$ cat src/rtl/cdr_bbpd_loop_filter.sv
// Alexander bang-bang phase detector followed by a proportional + integral
// loop filter that steers a wrapping phase-interpolator code, plus a lock detector.
`timescale 1ns/1ps
module cdr_bbpd_loop_filter #(
  parameter int PHASE_W     = 7,
  parameter int FRAC_W      = 8,
  parameter int INT_W       = 16,
  parameter int KP          = 64,
  parameter int KI          = 1,
  parameter int INT_SHIFT   = 4,
  parameter int LOCK_WIN    = 64,
  parameter int LOCK_THRESH = 8
) (
  input  logic                      data_clock,
  input  logic                      Reset,
  input  logic                      cdr_en,
  input  logic                      Dn_1,
  input  logic                      Dn,
  input  logic                      Pn,
  output logic                      up,
  output logic                      dn,
  output logic [PHASE_W-1:0]        phase_code,
  output logic signed [INT_W-1:0]   integ,
  output logic                      locked
);

  localparam int ACC_W = PHASE_W + FRAC_W;
  localparam int SUM_W = ((ACC_W > INT_W) ? ACC_W : INT_W) + 2;
  localparam int CNT_W = $clog2(LOCK_WIN) + 1;
  localparam int NET_W = $clog2(LOCK_WIN) + 2;

  localparam logic [SUM_W-1:0] KP_V     = SUM_W'(KP);
  localparam logic [INT_W+1:0] KI_V     = (INT_W + 2)'(KI);
  localparam logic [INT_W-1:0] INT_MAX  = {1'b0, {(INT_W - 1){1'b1}}};
  localparam logic [INT_W-1:0] INT_MIN  = {1'b1, {(INT_W - 1){1'b0}}};
  localparam logic [CNT_W-1:0] WIN_END  = CNT_W'(LOCK_WIN);
  localparam logic [NET_W-1:0] THRESH_V = NET_W'(LOCK_THRESH);

  // ---------------------------------------------------------------------------
  // Stage 1: phase decision, always running so up/dn stay observable when frozen
  // ---------------------------------------------------------------------------
  logic transition;
  logic up_next;
  logic dn_next;

  assign transition = Dn_1 ^ Dn;
  assign up_next    = transition & (Pn == Dn);
  assign dn_next    = transition & (Pn == Dn_1);

  always_ff @(posedge data_clock or negedge Reset) begin
    if (!Reset) begin
      up <= 1'b0;
      dn <= 1'b0;
    end else begin
      up <= up_next;
      dn <= dn_next;
    end
  end

  // ---------------------------------------------------------------------------
  // Stage 2: loop filter
  // ---------------------------------------------------------------------------
  logic [ACC_W-1:0]        phase_acc;
  logic [ACC_W-1:0]        phase_acc_next;
  logic signed [1:0]       pd;
  logic                    pd_active;

  assign pd        = up ? 2'sb01 : (dn ? 2'sb11 : 2'sb00);
  assign pd_active = up | dn;

  // Integral path: two guard bits make the saturation test a plain signed compare.
  logic [INT_W+1:0] integ_x;
  logic [INT_W+1:0] ki_term;
  logic [INT_W+1:0] integ_sum;
  logic [INT_W-1:0] integ_next;

  assign integ_x   = {{2{integ[INT_W-1]}}, integ};
  assign ki_term   = up ? KI_V : (dn ? -KI_V : '0);
  assign integ_sum = integ_x + ki_term;

  always_comb begin
    integ_next = integ_sum[INT_W-1:0];
    if ($signed(integ_sum) > $signed({2'b00, INT_MAX})) begin
      integ_next = INT_MAX;
    end else if ($signed(integ_sum) < $signed({2'b11, INT_MIN})) begin
      integ_next = INT_MIN;
    end
  end

  // Phase path uses the pre-update integral; overflow above ACC_W is the UI wrap.
  logic signed [INT_W-1:0] integ_shifted;
  logic [SUM_W-1:0]        prop_term;
  logic [SUM_W-1:0]        int_term;
  logic [SUM_W-1:0]        acc_sum;
  logic [SUM_W-ACC_W-1:0]  unused_acc_bits;

  assign integ_shifted   = integ >>> INT_SHIFT;
  assign prop_term       = up ? KP_V : (dn ? -KP_V : '0);
  assign int_term        = {{(SUM_W - INT_W){integ_shifted[INT_W-1]}}, integ_shifted};
  assign acc_sum         = {{(SUM_W - ACC_W){1'b0}}, phase_acc} + prop_term + int_term;
  assign phase_acc_next  = acc_sum[ACC_W-1:0];
  assign unused_acc_bits = acc_sum[SUM_W-1:ACC_W];

  assign phase_code = phase_acc[ACC_W-1:FRAC_W];

  // ---------------------------------------------------------------------------
  // Lock detector: net decision balance over windows of LOCK_WIN decisions
  // ---------------------------------------------------------------------------
  logic [CNT_W-1:0] win_cnt;
  logic [CNT_W-1:0] cnt_inc;
  logic [NET_W-1:0] net_sum;
  logic [NET_W-1:0] sum_inc;
  logic [NET_W-1:0] sum_abs;
  logic             window_done;
  logic             win_ok;

  assign cnt_inc     = win_cnt + 1'b1;
  assign sum_inc     = net_sum + {{(NET_W - 2){pd[1]}}, pd};
  assign sum_abs     = sum_inc[NET_W-1] ? -sum_inc : sum_inc;
  assign window_done = (cnt_inc == WIN_END);
  assign win_ok      = (sum_abs <= THRESH_V);

  always_ff @(posedge data_clock or negedge Reset) begin
    if (!Reset) begin
      phase_acc <= '0;
      integ     <= '0;
      win_cnt   <= '0;
      net_sum   <= '0;
      locked    <= 1'b0;
    end else if (cdr_en) begin
      phase_acc <= phase_acc_next;
      integ     <= integ_next;
      if (pd_active) begin
        if (window_done) begin
          locked  <= win_ok;
          win_cnt <= '0;
          net_sum <= '0;
        end else begin
          win_cnt <= cnt_inc;
          net_sum <= sum_inc;
        end
      end
    end
  end

endmodule

$ cat config.mk
export PLATFORM = sky130hd
export DESIGN_NAME = cdr_bbpd_loop_filter
export DESIGN_NICKNAME = d
export VERILOG_FILES = /design/src/rtl/cdr_bbpd_loop_filter.sv
export SDC_FILE = /design/constraint.sdc
export NUM_CORES = 1
export LEC_CHECK = 0
export ABC_AREA = 1
export CORE_ASPECT_RATIO = 0.9
export CORE_UTILIZATION = 60
export CTS_CLUSTER_SIZE = 40
export DETAILED_ROUTE_END_ITERATION = 10
export PLACE_DENSITY = 0.85
export SYNTH_ARGS = -nofsm -noshare
export SYNTH_HDL_FRONTEND = slang
export SYNTH_SLANG_ARGS = --single-unit
$ cat constraint.sdc
create_clock -name data_clock -period 3.3 [get_ports data_clock]
set_clock_uncertainty 0.05 [all_clocks]
set_input_delay 0.33 -clock data_clock [delete_from_list [all_inputs] [get_ports data_clock]]
set_output_delay 0.33 -clock data_clock [all_outputs]
set_load 0.01 [all_outputs]
Word level (Yosys, flattened, before mapping):

Cells that the tools add are included.
W data, S select, Z words.

* flip-flop bits (word level): 49
* input bits: 6
* output and inout bits: 26
* logic and storage cells: 36

* $add $sub $neg: 6
* order comparisons: 3
* equality and inequality tests: 3
* mux-type cells: 11
* bitwise logic cells: 4
* reductions and logical operators: 2

Operator list (number)
* $mux W18: 2
* $mux W16: 2
* $add A15 B15 Y15: 2
* $mux W15: 2
* $add A18 B18 Y18: 1
* $gt A18 B16 Y1 const B: 1
* $lt A18 B16 Y1 const B: 1
* $mux W8: 2
* $add A8 B8 Y8: 1
* $le A8 B4 Y1 const B: 1
* $neg A8 Y8: 1
* $add A7 B1 Y7 const B: 1
* $eq A7 B7 Y1 const B: 1
* $mux W7: 1
* $mux W2: 2
* $reduce_and A3 Y1: 1
* $and A1 B1 Y1: 2
* $eq A1 B1 Y1: 2
* $reduce_and A2 Y1: 1
* $or A1 B1 Y1: 1
* $xor A1 B1 Y1: 1

Logic depth before layout (Yosys ltp):

Gate-level depths: netlist of run 1.

* word-level depth: 6
* mapped depth: 23
* depth with buffers taken out: 21

Least setup slack after synthesis of run 1:

OpenSTA, ideal clock, no wires.

* kind: reg2reg
* start: register dn
* end: register phase_acc[14]
* library setup time: 135 ps
* arrival: 2484 ps
* data required time: 3115 ps
* setup slack: 631 ps
* cell stages (with the launch flop): 11
* buffers on the path: 1
* period minus slack after synthesis: 2669 ps
* path through: dfrtp_1 -> inv_2 -> nor2_4 -> buf_4 -> fa_1 -> ha_1 -> a21o_1 -> a21o_1 -> a221oi_1 -> a21o_1 -> a31oi_1

* cells in the longest elaborated chain, start to end: 4

Ends and longest elaborated chain
* from (decl): RTL line 21 `output logic dn,`
* from (signal assigned): RTL line 56 `dn <= dn_next;`
* $mux W15 (2 in a row): RTL line 98 `assign prop_term = up ? KP_V : (dn ? -KP_V : '0);`
* $add A15 B15 Y15 (2 in a row): RTL line 100 `assign acc_sum = {{(SUM_W - ACC_W){1'b0}}, phase_acc} + prop_term + int_term;`
* to (signal assigned): RTL line 131 `phase_acc <= phase_acc_next;`
* to (decl): RTL line 63 `logic [ACC_W-1:0] phase_acc;`

No other way between the ends.
A chain may end at the register's enable or synchronous reset.

Worst setup path in the final report of run 1:

* start: register up
* end: register integ[7]

* cells in the longest elaborated chain, start to end: 5
* elaborated cells between the ends (all ways): 6
* those cells by class: add/sub (1); order compare (2); mux (3)

Ends and longest elaborated chain
* from (decl): RTL line 20 `output logic up,`
* from (signal assigned): RTL line 55 `up <= up_next;`
* $mux W18 (*): RTL line 78 `assign ki_term = up ? KI_V : (dn ? -KI_V : '0);`
* $add A18 B18 Y18 (*): RTL line 79 `assign integ_sum = integ_x + ki_term;`
* $lt A18 B16 Y1: RTL line 85 `end else if ($signed(integ_sum) < $signed({2'b11, INT_MIN})) begin`
* $mux W16: RTL line 85
* $mux W16 (*): RTL line 83 `if ($signed(integ_sum) > $signed({2'b00, INT_MAX})) begin`
* to (signal assigned): RTL line 132 `integ <= integ_next;`
* to (decl): RTL line 23 `output logic signed [INT_W-1:0] integ,`

Mark *: on every way between the ends. The rest lies on a longest branch, timed or not.

==> results of run 1 <==
[where the power goes]
group          internal, mW  switching, mW
Sequential            0.871          0.321
Clock                 0.305          0.230
Combinational          1.42           2.05
Total                  2.60           2.60
[flip-flops by register name, indices dropped and copies added (netlist names)]
signal     count
dn             1
integ         16
phase_acc     15
locked         1
win_cnt        7
up             1
net_sum        8
[cell families (layout without fill, tap and decap cells)]
kind of cell    after synthesis  after routing  synth area share, %
flops                        49             49                28.60
compound gates               91             91                12.64
fa+ha+maj                    33             33                11.21
simple gates                318            318                31.86
xor+xnor                     30             30                6.128
buf+inv                      88            112                9.571
[worst paths after layout]
kind	start	cells after the start	endpoint	slack (ps)
max reg2reg	up	19	integ[7]	410
min	Reset	1	phase_acc[13]	50
min in group data_clock	phase_acc[0]	2	phase_acc[0]	440
max in group asynchronous	Reset	2	phase_acc[7]	2390
min reg2reg	phase_acc[0]	2	phase_acc[0]	440
max	up	19	integ[7]	410
[area by class of cell]
cell class	count	area, µm²
Multi-Input combinational cell	472	2651
Inverter	65	244.0
Clock buffer	5	68.82
Clock inverter	3	68.82
Fill cell	571	1989
Sequential cell	49	1226
Timing Repair Buffer	39	365.4
Tap cell	90	112.6
[routing by layer]
| layer | wire, µm | vias up |
|---|---|---|
| met1 | 4635 | 1858 |
| met4 | 81 | 0 |
| met2 | 4869 | 192 |
| met5 | 0 | - |
| met3 | 996 | 16 |
| li1 | - | 2007 |
[cell usage after synthesis (all sizes together)]
cell	instances	area (µm²)
a221oi	1	8.760
a31o	1	8.760
o22ai	5	31.28
ha	24	300.3
buf	17	143.9
inv	65	244.0
a41o	1	10.01
fa	9	180.2
a41oi	7	61.31
nand3	48	250.2
nor3	4	20.02
or2	1	6.260
nand2	184	763.2
a31oi	4	25.02
nor2	77	299.0
xnor2	8	70.07
o41ai	2	17.52
o21ai	31	155.2
o2111ai	1	8.760
nand3b	1	7.510
nand4	2	12.51
o21bai	1	18.77
dfrtp	49	1226
clkbuf	6	22.52
a21oi	34	173.9
nor3b	1	7.510
a21o	3	22.52
xor2	22	192.7
[metrics by stage]
step | cells | power [mW]
2_1_floorplan | 609 | 3.727
3_3_place_gp | 715 | 4.466
3_5_place_dp | 715 | 4.606
4_1_cts | 723 | 5.152
5_1_grt | 723 | 5.704
6_report | 723 | 5.202
==> summary.txt, run 1 <==
Run status
  • Outcome: finished, final reports clean

Worst setup path
  • Most used cell, CP: nand2_2
  • Slowest Stage Delay on Critical Path: 500 ps
  • Slowest library cell on the worst path: dfrtp_1
  • Top delay family on crit path: simple AND/OR/NAND/NOR gates
  • Element type at the critical path end: flop
  • Crit Path Max Fanout: 25
  • Crit path arrival time: a little over 3000 ps
  • Startpoint type of the worst setup path: flop
  • Worst setup path class: flop to flop
  • CP Buf/Inv Count: 3
  • CP Data Required Time: around 3500 ps
  • Crit path cell chain: inv_2 -> nand2_4 -> buf_4 -> nand2_1 -> nand2_1 -> inv_1 -> nand2_1 -> nor2_1 -> nand2_2 -> nand2_2 -> nand2_2 -> nand2_2 -> nand2_2 -> nand2_1 -> nand2_2 -> nand2_2 -> nand2_2 -> nor2_1 -> nor2_1

STA
  • Setup_tns: 0 ps
  • Endpoints failing hold: 0
  • Final WS setup: 406.6 ps
  • Slew margin rel.: a little under half
  • RSZ-0062 raised after global routing: false
  • Final period utilization: 87.68%
  • Tightest Pin Transition: between 800 and 900 ps
  • Fin. max-slew vios: 0
  • Setup Viol. Count Final: 0
  • Hold Slack: 48.21 ps
  • Peak Freq: 0.3456 GHz
  • Fin crit period: 2893 ps

Global route
  • First-pass GRT wire length: around 18,000 µm
  • Grt peak-use layer: met2
  • Vias in the first global route: 3,711
  • Met1 usage: 40.49%
  • Initial antenna violation count: 0
  • GR Layer Usage met2: 50.76%
  • Largest net degree at the start of global routing: 34
  • Met3 usage: 5.495%
  • Total grt overflow: 0
  • Global router's overall resource usage: 29.96%

Logic synthesis
  • Mapped Cells: 609
  • Syn_area_per_cell: 7.041 µm²
  • #FFs+latches synth: a little under 50
  • Synth warn: 0
  • Synth Net Count: 648
  • Synth cell types: 37
  • Register area share after synthesis: 28.60%
  • Synthesized cell area: 0.004288 mm²

Drt
  • Routed WL: 10,580 µm
  • DRT antenna net count: 0
  • DRC: 0
  • Via density per instance: 5.633
  • Initial DRC count: 384
  • Drt pass-1 iters: 5
  • Vias: just over 4k
  • DR WL/cell: 14.64 µm

Power
  • Pleak: 2.474 nW
  • Max VDD drop: roughly 0.77 mV
  • Pwr dens: between 1000 and 1500 mW/mm²

Final layout
  • Final core occ: 70.42%
  • Share of cells above drive strength 1: 8.689%
  • Most frequent cells in the layout: nand2_1, nor2_1, inv_1
  • NumNets Final: 671
  • Area grow syn2layout: 10.48%
  • Total inserted antenna cells: 0
  • Final instance area: about 0.0047 mm²
  • Commonest non-fill, non-tap cell in the layout: nand2_1

Placement
  • Placed inst area: roughly 0.0046 mm²
  • DP HPWL: 7955 µm
  • Gpl congestion: 0.9814
  • Port Buffer Count: 31
  • DP Worst Slack: 494.4 ps

Clock network
  • Num CTS Buffers: 5
  • Root buf cell: clkbuf_8
  • CTS tree: done
  • CTS Hold Bufs: 0
  • Clk sinks: around 50
  • Postcts setup bufs: 0
  • Htree depth: 2
  • Clk_lat worst skew: between 300 and 400 ps
  • Worst-path clk slew: around 100 ps
  • Post-cts resize count: 0
  • Deepest clock path buffer count: 2

Job
  • Max-cap violations: 0

Die
  • IO Count: 32
  • Initial Util: 63.75%
  • Die area: 0.007489 mm²
  • Num rows: 28
  • Core area: 0.006726 mm²
  • Width of the die: approximately 90 µm
  • Die Ht: 82.20 µm

Min path
  • Worst hold path type: input port to async pin
Note: power is estimated with default switching activity, not from simulation.
==> inputs of run 2 (changes only) <==
ABC_AREA = default   (was 1)
PLACE_DENSITY = 0.86   (was 0.85)
==> run 2 against run 1 <==
Effect of this change: largest cell class unchanged; combinational power shrank 3%; critical endpoint is now phase_acc[14]; fmax shrank 7.9%; routed wire length decreased by 6.0%; global-route usage decreased by 0.90 points; largest power group unchanged; area after synthesis shrank 4.5%; synthesized cell count down 23%.
==> summary.txt, run 2 <==
Run status
  • Outcome: finished, final reports clean

Worst setup path
  • Worst r2r path cells: 11 (-8)
  • CP Buf/Inv Count: 2 (-1)
  • Top delay family on crit path: simple AND/OR/NAND/NOR gates
  • Crit path arrival time: 3280 ps (+230 ps)
  • Slowest library cell on the worst path: or4_1
  • Slowest Stage Delay on Critical Path: 510 ps (about the same)
  • Worst setup path class: flop to flop
  • Crit Path Max Fanout: 7 (-72%)
  • CP Data Required Time: 3440 ps (-20 ps)
  • Worst R2R Start: up
  • Startpoint type of the worst setup path: flop
  • Crit path cell chain: or2_2 -> inv_1 -> fa_1 -> inv_1 -> ha_1 -> nor3_1 -> o21a_1 -> o31ai_2 -> o41ai_2 -> nor4b_1 -> or4_1
  • Reg-to-reg endpoint: phase_acc[14]
  • Most used cell, CP: inv_1
  • Element type at the critical path end: flop
  • Worst reg-to-reg setup slack: 160 ps (-250 ps)

Clock network
  • Deepest clock path buffer count: 2 (unchanged)
  • CTS tree: done
  • Htree depth: 2 (unchanged)
  • CTS Hold Bufs: 0 (unchanged)
  • Num CTS Buffers: 5 (unchanged)
  • Worst-path clk slew: 100 ps (about the same)
  • Root buf cell: clkbuf_8
  • Clk sinks: 49 (unchanged)
  • Postcts setup bufs: 0 (unchanged)
  • Post-cts resize count: 0 (unchanged)
  • Clk_lat worst skew: 300 ps (about the same)

Global route
  • GR Layer Usage met2: 45.65% (-5.1 points)
  • First-pass GRT wire length: 16,090 µm (-8.8%)
  • Largest net degree at the start of global routing: 31 (-8.8%)
  • Met3 usage: 4.728% (-0.77 points)
  • Grt peak-use layer: met2
  • Global router's overall resource usage: 29.06% (-0.90 points)
  • Met1 usage: 41.29% (+0.80 points)
  • Vias in the first global route: 3,282 (-12%)
  • Total grt overflow: 0 (unchanged)
  • Initial antenna violation count: 0 (unchanged)

Drt
  • Vias: 3,752 (-7.9%)
  • Drt pass-1 iters: 5 (unchanged)
  • DRT antenna net count: 0 (unchanged)
  • DR WL/cell: 16.97 µm (+16%)
  • DRC: 0 (unchanged)
  • Routed WL: 9947 µm (-6.0%)
  • Via density per instance: 6.403 (+14%)
  • Initial DRC count: 278 (-28%)

STA
  • Fin. max-slew vios: 0 (unchanged)
  • Slew margin rel.: 54.12% (+8.4 points)
  • Final WS setup: 158.6 ps (-248.0 ps)
  • Setup_tns: 0 ps (unchanged)
  • Endpoints failing hold: 0 (unchanged)
  • RSZ-0062 raised after global routing: false
  • Fin crit period: 3141 ps (+248.0 ps)
  • Final period utilization: 95.19% (+7.5 points)
  • Peak Freq: 0.3183 GHz (-7.9%)
  • Setup Viol. Count Final: 0 (unchanged)
  • Tightest Pin Transition: 688.1 ps (-126.1 ps)

Final layout
  • Top reg by flops: integ
  • Fillers: 543 (-4.9%)
  • Area grow syn2layout: 12.80%
  • Total inserted antenna cells: 0 (unchanged)
  • Multi-input gate area: 0.002654 mm² (about the same)
  • Largest register FFs: 16 (unchanged)
  • NumNets Final: 534 (-20%)
  • Commonest non-fill, non-tap cell in the layout: nand2_1
  • Most frequent cells in the layout: nand2_1, dfrtp_1, nor2_1
  • Register area: 0.001229 mm² (+0.20%)
  • Biggest regs: integ (16), phase_acc (15), net_sum (8)
  • Non-filler instance count after layout: 586 (-19%)
  • Share of cells above drive strength 1: 15.73% (+7.0 points)

Logic synthesis
  • Synth Flop Type: dfrtp_1
  • Synthesized cell area: 0.004095 mm² (-4.5%)
  • Synth cell types: 63 (+70%)
  • Register area share after synthesis: 29.94% (+1.3 points)
  • Most frequent cell after synthesis: nand2_1
  • Largest area contributor in the netlist: dfrtp_1
  • Mapped Cells: 469 (-23%)
  • #FFs+latches synth: 49 (unchanged)
  • EDFF count, synth: 0 (unchanged)
  • Synth Net Count: 508 (-22%)
  • Synth warn: 0 (unchanged)
  • Post-synth top cells: nand2_1, dfrtp_1, nor2_1
  • Synth top area share: 29.94% (+1.3 points)
  • FFs w/ async S/R, synth: 100.0% (unchanged)
  • Main area contributors after synthesis: dfrtp_1, ha_1, nand2_1, fa_1, xnor2_1
  • Syn_area_per_cell: 8.732 µm² (+24%)

Placement
  • DP Worst Slack: 47.04 ps (-447.4 ps)
  • Gpl congestion: 1.004 (+2.3%)
  • Port Buffer Count: 31 (unchanged)
  • DP HPWL: 7328 µm (-7.9%)
  • Placed instance count: 578 (-19%)

Die
  • Width of the die: 89.09 µm (-2.2%)
  • IO Count: 32 (unchanged)
  • Core area: 0.006586 mm² (-2.1%)
  • Die Ht: 80.38 µm (-2.2%)
  • Num rows: 28 (unchanged)
  • Initial Util: 62.18% (-1.6 points)
  • Die area: 0.007160 mm² (-4.4%)

Min path
  • Worst hold path type: input port to async pin

Power
  • Switching part of the total: 46.60% (-3.4 points)
  • Clock network power share: 7.8% (-2.5 points)
  • Psw: 2.309 mW (-11%)
  • Internal Pwr Total: 2.646 mW (+1.8%)
  • Pleak: 1.921 nW (-22%)
  • Combinational Power Share: 68.4% (+1.6 points)
  • Pwr dens: 1073 mW/mm² (-2.3%)
  • Max VDD drop: 0.5343 mV (-31%)
  • Register share of total power: 23.8% (+0.9 points)

Job
  • Max-cap violations: 0 (unchanged)
==> run 2: cell types whose count changed after synthesis, sizes merged, moves of 7 or more <==
| cell | delta |
|---|---|
| nand2 | -131 |
| inv | -50 |
| nor2 | -38 |
| nand3 | -27 |
| clkbuf | +16 |
| xor2 | -15 |
| a211oi | +14 |
| nor3 | +14 |
| mux2 | +13 |
| xnor2 | +11 |
| a21oi | -10 |
| mux2i | +9 |
| nor4 | +8 |
| a41oi | -7 |
==> run 2: layer usage <==
metal | share of wire (%) | wire length (µm)
met3 | 8.1 | 802
met1 | 43 | 4317
met2 | 47 | 4677
met5 | 0 | 0
met4 | 1.5 | 150
==> run 2: worst reg2reg max path, cell delays in order, from the launching register on <==
cell	delay (ps)
dfrtp_2	450
or2_2	360
inv_1	100
fa_1	410
inv_1	80
ha_1	220
nor3_1	70
o21a_1	140
o31ai_2	360
o41ai_2	140
nor4b_1	160
or4_1	510
==> run 2: stage by stage <==
stage	hold slack [ps]	total power, mW	cell area [µm²]	utilization, %
final	3.428	4.954	4619	70.14
after global routing	54.60	5.338	4619	70.14
after CTS	33.04	4.859	4608	69.97
after floorplan	-15.59	3.570	4138	-
after global placement	353.8	4.294	4512	68.50
after detailed placement	366.6	4.457	4512	68.50
==> run 2: cell type report <==
type,count,area share [%]
tap,90,2.438
clock inverter,2,0.2979
inverter,16,1.354
multi-input combinational,370,57.45
timing repair buffer,53,10.08
sequential,49,26.60
clock buffer,6,1.788
==> run 2: power groups by stage <==
stage / sequential [mW] / clock [mW] / combinational (mW)
final: 1.18 / 0.387 / 3.39
after global routing: 1.22 / 0.419 / 3.70
after CTS: 1.17 / 0.390 / 3.30
after detailed placement: 1.19 / 0 / 3.27
after global placement: 1.17 / 0 / 3.13
after floorplan: 1.12 / 0 / 2.45
==> run 2: kinds of logic (layout without fill, tap and decap cells) <==
kind of cell / after synthesis / in the layout / share of synthesized area [%]
AND/OR/NAND/NOR: 180 / 180 / 22.33
AO/OA/AOI/OAI: 109 / 109 / 18.82
buffers and inverters: 50 / 77 / 5.835
flip-flops: 49 / 49 / 29.94
adder cells (fa/ha/maj): 33 / 33 / 11.73
XOR/XNOR: 26 / 26 / 5.561
multiplexers: 22 / 22 / 5.775
==> run 2: worst max-delay path by stage <==
stage	startpoint	end	slack [ps]	cells past startpoint
detailed placement	dn	phase_acc[14]	50	10
global placement	dn	phase_acc[14]	180	10
floorplan	up	phase_acc[14]	5	12
CTS	dn	phase_acc[14]	50	10
finish	up	phase_acc[14]	160	11
global route	up	integ[13]	3	11
==> inputs of run 3 (changes only) <==
MAX_ROUTING_LAYER = met4   (was default)
==> run 3 against run 2 <==
Effect of this change: die area did not move; first-iteration DRC count rose by 0.72%; critical path depth rose by 1; register-to-register slack improved by 30 ps; global-route usage rose by 2.2 points; clock power rose by 18%; critical path type unchanged.
==> summary.txt, run 3 (synthesis gave the netlist of run 2 again) <==
Run status
  • Outcome: finished, final reports clean

Power
  • Max VDD drop: 0.5118 mV (-4.2%)
  • Total power draw: 5.090 mW (+2.7%)
  • Pwr dens: 1090 mW/mm² (+1.7%)
  • Register share of total power: 23.7% (about the same)
  • Pleak: 1.929 nW (+0.40%)
  • Psw: 2.364 mW (+2.4%)
  • Switching part of the total: 46.45% (-0.14 points)
  • Combinational Power Share: 67.4% (-1.0 points)
  • Internal Pwr Total: 2.725 mW (+3.0%)
  • Clock network power share: 9.0% (+1.2 points)

Worst setup path
  • Startpoint type of the worst setup path: flop
  • Worst reg-to-reg setup slack: 190 ps (+30 ps)
  • Crit path arrival time: 3260 ps (-20 ps)
  • Most used cell, CP: inv_1
  • Element type at the critical path end: flop
  • Slowest Stage Delay on Critical Path: 470 ps (-40 ps)
  • Crit Path Max Fanout: 7 (unchanged)
  • Reg-to-reg endpoint: phase_acc[14]
  • Slowest library cell on the worst path: or4_1
  • Worst r2r path cells: 12 (+1)
  • Worst setup path class: flop to flop
  • Crit path cell chain: or2_2 -> inv_1 -> fa_1 -> inv_1 -> ha_1 -> nor3_1 -> o21a_1 -> o31ai_4 -> o41ai_4 -> nand4_1 -> o21ai_0 -> or4_1
  • Worst R2R Start: up
  • CP Data Required Time: 3440 ps (about the same)

STA
  • Peak Freq: 0.3212 GHz (+0.90%)
  • Setup_tns: 0 ps (unchanged)
  • Tightest Pin Transition: 590.9 ps (-97.23 ps)
  • Setup Viol. Count Final: 0 (unchanged)
  • Slew margin rel.: 60.46% (+6.3 points)
  • Hold Slack: 453.0 ps (+449.5 ps)
  • Final period utilization: 94.34% (-0.85 points)
  • Fin. max-slew vios: 0 (unchanged)
  • Fin crit period: 3113 ps (-28.13 ps)
  • Endpoints failing hold: 0 (unchanged)

Clock network
  • Postcts setup bufs: 0 (unchanged)
  • Root buf cell: clkbuf_8
  • Htree depth: 2 (unchanged)
  • Num CTS Buffers: 5 (unchanged)
  • Worst-path clk slew: 100 ps (about the same)
  • CTS tree: done
  • Clk_lat worst skew: 310 ps (about the same)
  • Deepest clock path buffer count: 2 (unchanged)
  • Clk sinks: 49 (unchanged)

Final layout
  • Area grow syn2layout: 13.99%
  • Share of cells above drive strength 1: 15.76% (+0.032 points)
  • Most frequent cells in the layout: nand2_1, dfrtp_1, nor2_1
  • Commonest non-fill, non-tap cell in the layout: nand2_1
  • Total inserted antenna cells: 0 (unchanged)
  • Biggest regs: integ (16), phase_acc (15), net_sum (8)
  • Non-filler instance count after layout: 585 (-0.17%)
  • NumNets Final: 533 (-0.19%)
  • Top reg by flops: integ
  • Final core occ: 70.88% (+0.74 points)
  • Fillers: 549 (+1.1%)
  • Largest register FFs: 16 (unchanged)

Global route
  • Total grt overflow: 0 (unchanged)
  • Initial antenna violation count: 0 (unchanged)
  • First-pass GRT wire length: 16,660 µm (+3.6%)
  • Vias in the first global route: 3,566 (+8.7%)
  • Global router's overall resource usage: 31.23% (+2.2 points)
  • Largest net degree at the start of global routing: 31 (unchanged)

Drt
  • DR WL/cell: 17.70 µm (+4.3%)
  • Vias: 3,760 (+0.21%)
  • DRC: 0 (unchanged)
  • Routed WL: 10,360 µm (+4.1%)
  • DRT antenna net count: 0 (unchanged)
  • Via density per instance: 6.427 (+0.38%)
  • Drt pass-1 iters: 5 (unchanged)
  • Initial DRC count: 280 (+0.72%)

Die
  • Die Ht: 80.38 µm (unchanged)
  • Die area: 0.007160 mm² (unchanged)
  • Core area: 0.006586 mm² (unchanged)
  • Num rows: 28 (unchanged)
  • IO Count: 32 (unchanged)
  • Initial Util: 62.18% (unchanged)
  • Width of the die: 89.09 µm (unchanged)

Placement
  • DP HPWL: 7295 µm (-0.45%)
  • Placed instance count: 576 (-0.35%)
  • Gpl congestion: 0.9537 (-5.0%)
  • Port Buffer Count: 31 (unchanged)

Min path
  • Worst hold path type: flop to flop
  • Cells on Worst Hold Path: 1
  • Worst Hold Launch: win_cnt[5]
  • Hold worst-path end: win_cnt[5]

Job
  • Max-cap violations: 0 (unchanged)
run 3: through the flow:
| step | cell area, µm² | setup WS [ps] |
|---|---|---|
| final | 4668 | 186.8 |
| after global routing | 4668 | -19.31 |
| after global placement | 4509 | 185.8 |
| after CTS | 4632 | 70.40 |
| after floorplan | 4138 | 5.313 |
| after detailed placement | 4509 | 64.01 |
run 3: layer usage:
metal	wire, µm	track usage [%]	vias up
li1	-	-	1746
met5	0	-	-
met1	4475	40.40	1798
met3	706	4.933	32
met2	4895	50.15	184
met4	278	10.00	0
run 3: power groups by stage:
stage,Sequential (mW),Clock [mW],Combinational (mW)
after floorplan,1.12,0,2.45
after global placement,1.19,0,3.10
after detailed placement,1.21,0,3.24
after CTS,1.20,0.460,3.27
after global routing,1.25,0.481,3.76
final,1.20,0.456,3.43
run 3: area by class of cell:
class / count / area (µm²) / share of cell area [%]
well taps: 90 / 112.6 / 2.412
multi-input cells: 370 / 2680 / 57.41
clock inverters: 3 / 43.79 / 0.9381
repair buffers: 52 / 473.0 / 10.13
flip-flops and latches: 49 / 1229 / 26.32
inverters: 16 / 61.31 / 1.313
clock buffers: 5 / 68.82 / 1.474
run 3: worst max path at each step:
stage,from,endpoint,slack (ps),cells after the start
2_1_floorplan,up,phase_acc[14],5,12
3_3_place_gp,dn,phase_acc[14],190,10
3_5_place_dp,dn,phase_acc[14],60,10
4_1_cts,dn,phase_acc[14],70,10
5_1_grt,dn,phase_acc[14],-20,12
6_report,up,phase_acc[14],190,12
run 3: timing repair:
item / in CTS / in global routing
setup endpoints to repair: 0 / 11
hold buffers: 1 / 0
hold endpoints to repair: 24 / 0
resized for setup: 0 / 8
run 3: critical path, delay by kind of cell (launching register included):
kind                       cells  cell delay, ps
AOI/OAI and AO/OA              4             650
adders and majority gates      2             640
buffers and inverters          2             180
DFF                            1             450
and+or+nand+nor                4            1030
